### src/rtl/pipe_skid_reg.sv
// Two-entry valid/ready skid buffer between pipeline stages, with registered ready/valid.
// Optional stall statistics counter is enabled by defining PIPE_SKID_STATS_EN.
module pipe_skid_reg #(
    parameter int WIDTH = 32,
    parameter int CNT_W = 16
) (
    input  logic             clk,
    input  logic             reset,
    input  logic             flush,
    input  logic             in_valid,
    input  logic [WIDTH-1:0] in_data,
    output logic             in_ready,
    output logic             out_valid,
    output logic [WIDTH-1:0] out_data,
    input  logic             out_ready
`ifdef PIPE_SKID_STATS_EN
    ,
    output logic [CNT_W-1:0] stall_count
`endif
);

    typedef enum logic [1:0] {
        ST_EMPTY = 2'd0,
        ST_ONE   = 2'd1,
        ST_FULL  = 2'd2
    } state_t;

    state_t           state_reg;
    state_t           state_next;
    logic [WIDTH-1:0] main_reg;
    logic [WIDTH-1:0] main_next;
    logic [WIDTH-1:0] skid_reg;
    logic [WIDTH-1:0] skid_next;
    logic             accept;

    if (WIDTH < 1 || CNT_W < 1) begin : g_param_check
        $error("pipe_skid_reg: WIDTH and CNT_W must be at least 1");
    end

    // Handshake flags decode straight from the state register, so nothing
    // combinational crosses the stage boundary.
    assign in_ready  = (state_reg != ST_FULL);
    assign out_valid = (state_reg != ST_EMPTY);
    assign out_data  = main_reg;
    assign accept    = in_valid && in_ready;

    always_ff @(posedge clk or negedge reset) begin
        if (!reset) begin
            state_reg <= ST_EMPTY;
            main_reg  <= '0;
            skid_reg  <= '0;
        end else begin
            state_reg <= state_next;
            main_reg  <= main_next;
            skid_reg  <= skid_next;
        end
    end

    always_comb begin
        state_next = state_reg;
        main_next  = main_reg;
        skid_next  = skid_reg;
        if (flush) begin
            // Drop validity only; payload registers keep their contents.
            state_next = ST_EMPTY;
        end else begin
            case (state_reg)
                ST_EMPTY: begin
                    if (accept) begin
                        main_next  = in_data;
                        state_next = ST_ONE;
                    end
                end
                ST_ONE: begin
                    if (accept && out_ready) begin
                        main_next = in_data;
                    end else if (accept) begin
                        skid_next  = in_data;
                        state_next = ST_FULL;
                    end else if (out_ready) begin
                        state_next = ST_EMPTY;
                    end
                end
                ST_FULL: begin
                    if (out_ready) begin
                        main_next  = skid_reg;
                        state_next = ST_ONE;
                    end
                end
                default: begin
                    state_next = ST_EMPTY;
                end
            endcase
        end
    end

`ifdef PIPE_SKID_STATS_EN
    logic [CNT_W-1:0] stall_count_reg;

    // Saturating count of cycles where held data waits on the downstream stage.
    always_ff @(posedge clk or negedge reset) begin
        if (!reset) begin
            stall_count_reg <= '0;
        end else if (out_valid && !out_ready && (stall_count_reg != {CNT_W{1'b1}})) begin
            stall_count_reg <= stall_count_reg + 1'b1;
        end
    end

    assign stall_count = stall_count_reg;
`endif

endmodule
### config.mk
export PLATFORM = sky130hd
export DESIGN_NAME = pipe_skid_reg
export DESIGN_NICKNAME = d
export VERILOG_FILES = /design/src/rtl/pipe_skid_reg.sv
export SDC_FILE = /design/constraint.sdc
export NUM_CORES = 1
export LEC_CHECK = 0
export BUFFER_PORTS_ARGS = -buffer_cell sky130_fd_sc_hd__buf_4
export CORE_UTILIZATION = 48
export CTS_CLUSTER_DIAMETER = 100
export DETAILED_ROUTE_END_ITERATION = 6
export HOLD_SLACK_MARGIN = 0.08
export PLACE_DENSITY_LB_ADDON = 0.1
export SYNTH_ARGS = -nofsm -noshare
export SYNTH_HDL_FRONTEND = slang
export SYNTH_SLANG_ARGS = --single-unit
### constraint.sdc
create_clock -name clk -period 1.7 [get_ports clk]
set_clock_uncertainty 0.2 [all_clocks]
set_input_delay 0.51 -clock clk [delete_from_list [all_inputs] [get_ports clk]]
set_output_delay 0.51 -clock clk [all_outputs]
set_load 0.03 [all_outputs]
* Yosys cells after proc, flatten, opt, wreduce, memory -nomap -nowiden
Cells that the tools add are included.
Storage, ports and cells: bits in registers 66, output and inout port bits 34, word-level logic and storage cells 34
Cells by class: equal/unequal tests 10, muxes and demuxes 11, bitwise logic cells 2, reductions and logical operators 8
Operator list (number):
- $mux 32 | 3
- $pmux 32 s3 | 1
- $mux 2 | 6
- $ne 3x3->1 const B | 3
- $ne 2x2->1 const B | 4
- $reduce_and 4->1 | 2
- $pmux 2 s3 | 1
- $reduce_and 5->1 | 1
- $ne 4x4->1 const B | 1
- $reduce_bool 3->1 | 1
- $eq 2x1->1 const B | 1
- $eq 2x2->1 const B | 1
- $logic_and 1x1->1 | 2
- $logic_not 2->1 | 1
- $not 1->1 | 2
- $reduce_bool 2->1 | 1

* Logic depth before layout (Yosys ltp)
Gate-level depths: netlist of run 1.
depth after elaboration 6, mapped depth 5, mapped depth without buffers 4

* Worst setup path before layout of run 1
OpenSTA, ideal clock, no wires.
path type input to register, start point input port in_valid, end point register skid_reg[1], setup time 0.125 ns, data arrival time 1.517 ns, data required time 1.375 ns, slack -0.141 ns, stages on the path 4, path buffers 1, cells stage by stage nor2b_2 > nor3b_4 > buf_6 > mux2_2
On the way: cells in the longest elaborated chain, start to end 4
RTL lines:
- from (decl) | line 10 | input logic in_valid,
- $logic_and 1x1->1 * | line 45 | assign accept = in_valid && in_ready;
- $logic_and 1x1->1 | line 75 | if (accept && out_ready) begin
- $not 1->1 (no source line)
- $reduce_and 4->1 (no source line) *
- to (signal assigned) | line 55 | skid_reg <= skid_next;
- to (decl) | line 32 | logic [WIDTH-1:0] skid_reg;
Mark *: on every way between the ends. The rest lies on a longest branch, timed or not. A chain may end at the register's enable or synchronous reset.

* Worst setup path after layout of run 1
start point register state_reg[0], end point output port in_ready
On the way: cells in the longest elaborated chain, start to end 1
RTL lines:
- from (decl) | line 28 | state_t state_reg;
- from (signal assigned) | line 53 | state_reg <= state_next;
- $ne 2x2->1 | line 42 | assign in_ready = (state_reg != ST_FULL);
- to (decl) | line 12 | output logic in_ready,
Every way passes these cells.

==> results of run 1 <==
==> how the worst max path moves through the flow <==
stage | start | to | cells after the start
after global routing | state_reg[0] | in_ready | 4
after global placement | out_ready | skid_reg[12] | 5
after CTS | state_reg[0] | in_ready | 4
after detailed placement | out_ready | skid_reg[13] | 5
final | state_reg[0] | in_ready | 4
after floorplan | in_valid | skid_reg[21] | 4
==> cells in the mapped netlist <==
master and instances:
inv_1 1, mux2_1 13, mux2_4 8, nand2b_1 1, mux2_2 75, o21a_1 1
or2_2 1, nand2_2 1, a21oi_1 2, buf_6 10, dfrtp_1 66, a21oi_4 1
nor2b_1 1, nor2b_2 1, nor3b_4 1, nand2_1 1, nand3b_1 1, nor2_1 1
o22a_1 1, nor3_1 1
==> through the flow <==
stage	setup WS, ns	utilization (%)	setup TNS [ns]	hold slack, ns	power, mW
2_1_floorplan	-0.09564	-	-4.124	0.01441	2.924
3_3_place_gp	-0.2465	62.00	-13.60	0.2164	3.379
3_5_place_dp	-0.2741	62.00	-14.79	0.2179	3.420
4_1_cts	-0.2359	67.00	-12.00	0.1490	4.672
5_1_grt	-0.2929	69.75	-13.78	0.1648	4.984
6_report	-0.2346	69.75	-10.95	0.1661	4.757
==> power by group <==
| group | internal, mW | total (mW) | switching, mW |
|---|---|---|---|
| sequential | 1.95 | 2.15 | 0.200 |
| clock | 0.631 | 1.21 | 0.579 |
| combinational | 0.761 | 1.40 | 0.639 |
| total | 3.34 | 4.76 | 1.42 |
==> cells by family after synthesis <==
kind of cell	count (synthesis)
AOI/OAI and AO/OA	5
buffers and inverters	11
DFF	66
muxes	96
and+or+nand+nor	10
==> final cells by class <==
cell class	instances	share of cell area [%]
Inverter	1	0.1807
Clock inverter	2	0.3012
Multi-Input combinational cell	111	32.53
Timing Repair Buffer	95	20.93
Sequential cell	66	39.82
Clock buffer	12	3.976
Tap cell	75	2.259
==> repair_timing <==
action | in CTS | in global routing
endpoints found under the hold margin | 18 | 0
resized for setup | 7 | 27
hold buffers | 1 | 0
setup buffers | 7 | 2
cloned | 1 | 3
pin swaps | 1 | 0
endpoints found under the setup margin | 66 | 66
==> routing by layer <==
metal  track usage (%)  vias up  share of wire (%)
li1                  -      864                  -
met1             25.18      942                 45
met2             30.42       44                 49
met3             4.494       11                4.3
met4             9.643        0                1.8
met5                 0        -                  0
==> critical path, delay by kind of cell (launching register included) <==
family                 cells  cell delay [ns]
AND/OR/NAND/NOR            1             0.13
buffers and inverters      3             0.29
flip-flops                 1             0.45
==> results.txt, run 1 <==
The run finished, with violations left. The final reports fail on setup timing. For the worst setup path, the data arrival time is 1.22 ns. On the worst path, the slowest cell contributes a delay of 0.45 ns.

For the maximum number of pins on one net before global-route repair, the log shows 33. Before antenna repair, the detailed router went through 4 iterations. The signal on the critical path passes through nor2b_4 -> buf_6 -> clkinvlp_4 -> buf_6. The worst hold path passes through 2 cells.

Row generation in the floorplan step produced 28 rows. In the final layout, flip-flops and latches occupy 0.001654 mm^2. Relative to the synthesized area, the layout overhead comes to 38.74%.

The mean area per synthesized cell was 15.93 um^2; the count of antenna-violating nets left after detailed routing was 0. Of the cells placed in the final design, the portion with a size suffix greater than 1 is 70.73%. TritonCTS built the clock tree. STA classifies the critical path startpoint as a flop. From bottom edge to top edge, the die measures 80.98 um. The routed layout has 1861 vias.

The CTS root buffer was clkbuf_8. At the later pin of the worst-skew pair, clock insertion delay measures 0.34 ns. The filler cell count came out at 420. After layout, the worst path uses 113.8% of the clock period.

The CTS H-tree depth is 3, and the worst reg-to-reg setup slack is -0.21 ns. The startpoint identified for the worst hold timing path is out_ready. The die boundary width was 80.98 um. Measured against its own limit, the worst slew margin works out to 80.11%. Once layout is done, the placed cells without fillers occupy 0.004154 mm^2. Summed over its instances, the top area cell type makes up 55.16% of the synthesized netlist area. After Yosys synthesis, full adders, half adders and majority gates account for 0% of the synthesized area.

Global routing consumed, over all layers together, 19.38% of the routing resources. Summing all multi-input logic gate instances after layout gives 0.001351 mm^2. For the core area, the log shows 0.005956 mm^2. Largest family of logic cells by synthesized area: multiplexers. At the pin with the least slew margin, the transition time is 0.2983 ns. The die covers 0.006558 mm^2. For the number of standard cells after synthesis, the log shows 188.

The worst-case setup margin in the final layout was -0.2346 ns; the multiplexer area fraction after synthesis was 37.11%. The terminating pin of the worst hold path was state_reg[1]. The kind of capture point of the worst setup path was an output pin.

Leaving out fill and tap cells, the most frequent cells in the layout are buf_4 (78), dfrtp_1 (64), mux2_2 (49). Counting cells, the worst reg-to-reg path comes to 6. The number of buffers between clock root and the deepest sink is 2, and the clock-pin slew reported for the worst setup and hold paths after clock tree synthesis is 0.07 ns. Dividing total power by cell area gives a power density of 1145 mW/mm^2. The logs give 362 for the final cell count without fillers and 50.27% for the starting density of the core. The cell at the slowest stage of the critical path is dfrtp_2. The tightest min-delay check is of the input pin to flop type. The leading area contributor after synthesis was dfrtp_1. The commonest non-fill, non-tap cell in the layout is buf_4. Setup violations remaining at the end of the flow were counted as 66. The initial antenna violation count was 0; the peak supply drop was 0.6855 mV.

The worst setup path is of the flop to output pin kind. The tools report the count of final max-slew check failures as 0. The count of cell types in the netlist was 20; the total DRC errors in the routed layout was 0.

Summing the areas of all xor and xnor instances in the mapped netlist gives 0% of the synthesized area. The static leakage is 1.939 nW. The first global-routing pass estimated 9073 um of wire. The count of nets after finishing is 321. Max-cap violations in this run came to 0. The count of pins on the block boundary came out at 71. Dividing the detail-routed via count by the number of cells gives 5.141.

The tools report the start of the worst register-to-register path as state_reg[0]. Of the total synthesized cell area, the portion taken by AND, OR, NAND and NOR gates is 2.424%. The number of design-rule violations left by the first detailed-router iteration is 68. The endpoint identified for the worst register-to-register timing path is out_data[25]. For the finished layout, the period the worst path requires is 1.935 ns. The logs give 516.9 MHz for the highest attainable clock frequency and 1793 for the number of global-route vias before repair.

The final layout contains routed wiring with a total length of 6381 um. Synthesis produced a netlist with a net count of 225. Number of input and output port buffers inserted: 70. Sequential elements use 55.16% of the synthesized area.

Synthesis inferred 66 register bits. TritonCTS created 9 clock buffers. Setup repair after global routing could not meet its margin everywhere. The routability-driven placement congestion ratio was 0.7583; the final-report hold violation count was 0. The placed instances occupy a cell area of 0.003692 mm^2. By area the synthesized netlist is led by dfrtp_1 (55%), mux2_2 (28%), mux2_1 (4.9%). Along the worst path, the maximum fanout reaches 4. The tools report the cell area after technology mapping as 0.002994 mm^2. Counting stages on the worst path, the most repeated cell is buf_6. The Yosys step of the flow raised 0 warnings.

Summed over all layers, the global routing overflow is 0. The logs give 3740 um for the half-perimeter wire length after placement and 66 for the clock sink count. In the final routed layout, each cell accounts on average for 17.63 um. Summing the areas of all compound-gate instances in the mapped netlist gives 1.421% of the synthesized area. Once placement completed, the tool counted placed cells totaling 335. The number of antenna diodes in the final layout is 0. STA puts the critical path data required time at 0.99 ns.
(Power assumes the default switching activity.)
==> inputs of run 2 (changes only) <==
- CAP_MARGIN: default -> 0
- REMOVE_ABC_BUFFERS: default -> 1
==> results.txt, run 2 (synthesized netlist as in run 1, its figures left out) <==
In the routed layout, each cell is associated on average with a via count of 5.485. The initial utilization of the core area, before any placement, comes to 50.27%. After routing the design area is 0.004586 mm^2. The clock net in this run drives a total of 66 sinks. The tools report the reg-to-reg critical path endpoint as out_data[6]. Entering global routing, the biggest net connects 29 pins. For the worst setup path, the data required time is 0.99 ns. In this run the horizontal extent of the chip is 80.98 um.

The placed instance count came out at 338. The post-route minimum period works out to 2.031 ns. The run finished, with violations left. The count of antenna-violating nets left after detailed routing was 0; the height of the die was 80.98 um.

TritonCTS built the clock tree. The cell repeated most along the worst path was buf_6. Setup violations remaining at the end of the flow were counted as 66. The design draws 5.158 mW.

In this run the most critical hold path is launched from in_data[5]. For the core area, the log shows 0.005956 mm^2. The checks that failed: setup timing. Walking the worst path, the cells encountered are buf_6 -> or2_4 -> buf_6.

The area growth from synthesis to layout is 53.16%. In this run the critical register-to-register path is launched from state_reg[0]. Detailed routing inserted a total of 2057 vias. For the hold slack, the log shows 0.2179 ns. Overall die area: 0.006558 mm^2. The min-delay analysis places its worst path in the category input pin to flop. The setup check on the worst reg-to-reg path leaves a slack of -0.26 ns. The run gives -0.3312 ns as the worst-case setup margin in the final layout.

The kind of capture point of the worst setup path was an output pin. 0 antenna diodes ended up in the layout. The ratio of total power to cell area came out at 1125 mW/mm^2.

Cell at the slowest stage of the critical path: dfrtp_2. Wire length of the first global-routing pass: 12140 um. At the end of routability-driven placement, the weighted congestion stood at 0.7115. The count of cells in the finished layout, fillers not included, comes to 375. Counting along the longest clock path gives a buffer depth of 2. In this run the number of H-tree levels came out at 3. The first detailed-routing pass took 4 iterations. The kind of cell adding the most delay to the critical path was flip-flops. Counting instances, the worst hold path has a depth of 2. The detailed router finished its first iteration with 71 violations. The worst-margin pin slew was 0.3400 ns. The CTS root buffer was clkbuf_8.

The number of input and output port buffers inserted was 70; the data arrival time at the worst-slack endpoint was 1.32 ns. In this run the tightest slew margin relative to its limit is 77.33%. The post-detailed-route wirelength per cell works out to 22.51 um. The overall fraction of global-route tracks in use was 26.15%; the ratio of cells with drive above 1 in the final layout was 75.67%. STA classifies the critical path startpoint as a flop. Clock-pin slew reported for the worst setup and hold paths after clock tree synthesis: 0.08 ns. Setup repair after global routing could not meet its margin everywhere. The critical path's largest stage delay is 0.47 ns, and the highest attainable clock frequency is 492.3 MHz. In the final design database the tool counted 334 nets.

The library cell used most frequently in the layout, excluding fill and tap cells, is mux2_4. The logs give 28 for the row count and 77.00% for the final core utilization. The path with the worst hold slack has its endpoint at skid_reg[5]. For the worst-skew pair, the clock arrives at the later sink with an insertion delay of 0.34 ns.

Final-report hold violation count: 0. 71 I/O pins were placed. The run gives 0 as the initial antenna violation count. Summed over all layers, the routed wires come to 8440 um.

For this design the static power due to leakage is 2.200 nW. The run gives 3785 um as the half-perimeter wire length after placement. In the routed design, unresolved DRC markers number 0. The biggest fanout along the worst timing path is 4, and the fraction of the cycle the final worst path needs is 119.5%.

For the reported max-cap violation count, the log shows 0. The final global-route overflow total is 0. The placed instances occupy a cell area of 0.003684 mm^2. The critical path contains buffers and inverters numbering 2 combined. The worst-case IR drop observed on VDD is 0.7941 mV. The count of final max-slew check failures was 0.

Clock tree synthesis inserted a total of 9 buffers. The kind of critical path was flop to output pin. The number of global-route vias before repair is 2130.

The top cell types in the final layout, fill and taps aside, are mux2_4 (89), buf_4 (74), dfrtp_1 (65). The number of cells traversed by the worst register-to-register path came out at 8.
## run 2: timing repair
action	in CTS	in global routing
hold buffers	1	0
endpoints found under the setup margin	66	67
endpoints found under the hold margin	21	0
pin swaps	2	2
gates cloned	7	1
setup buffers	22	6
resized for setup	76	58
## run 2: report_power, final
part | total [mW] | internal, mW | leakage (nW) | switching [mW]
registers | 2.19 | 1.95 | 0.795 | 0.245
clock network | 1.32 | 0.743 | 0.0946 | 0.581
logic | 1.64 | 0.933 | 1.31 | 0.707
total | 5.16 | 3.63 | 2.20 | 1.53
## run 2: layer usage
layer	vias up	track usage (%)	share of wire (%)
met5	-	0	0
met4	0	9.643	1.5
met3	12	5.955	4.6
met2	59	41.18	50
met1	1090	35.38	43
li1	896	-	-
## run 2: how the worst max path moves through the flow
stage / end / cells after the start / startpoint
3_5_place_dp: skid_reg[23] / 5 / out_ready
2_1_floorplan: in_ready / 2 / state_reg[1]
3_3_place_gp: skid_reg[24] / 5 / out_ready
4_1_cts: out_valid / 3 / state_reg[0]
6_report: out_valid / 3 / state_reg[0]
5_1_grt: out_valid / 3 / state_reg[0]
## run 2: through the flow
| stage | worst slack (ns) | TNS [ns] |
|---|---|---|
| global placement | -0.2819 | -17.05 |
| CTS | -0.2740 | -11.52 |
| global route | -0.3574 | -15.23 |
| finish | -0.3312 | -13.06 |
| detailed placement | -0.3130 | -18.01 |
| floorplan | -1.452 | -62.57 |
## run 2: area by class of cell
| type | count | area [um^2] |
|---|---|---|
| sequential | 66 | 1653 |
| multi-input combinational | 111 | 1562 |
| fill | 357 | 1370 |
| timing repair buffer | 108 | 1081 |
| clock buffer | 12 | 155.1 |
| tap | 75 | 93.84 |
| clock inverter | 2 | 37.54 |
| inverter | 1 | 3.754 |
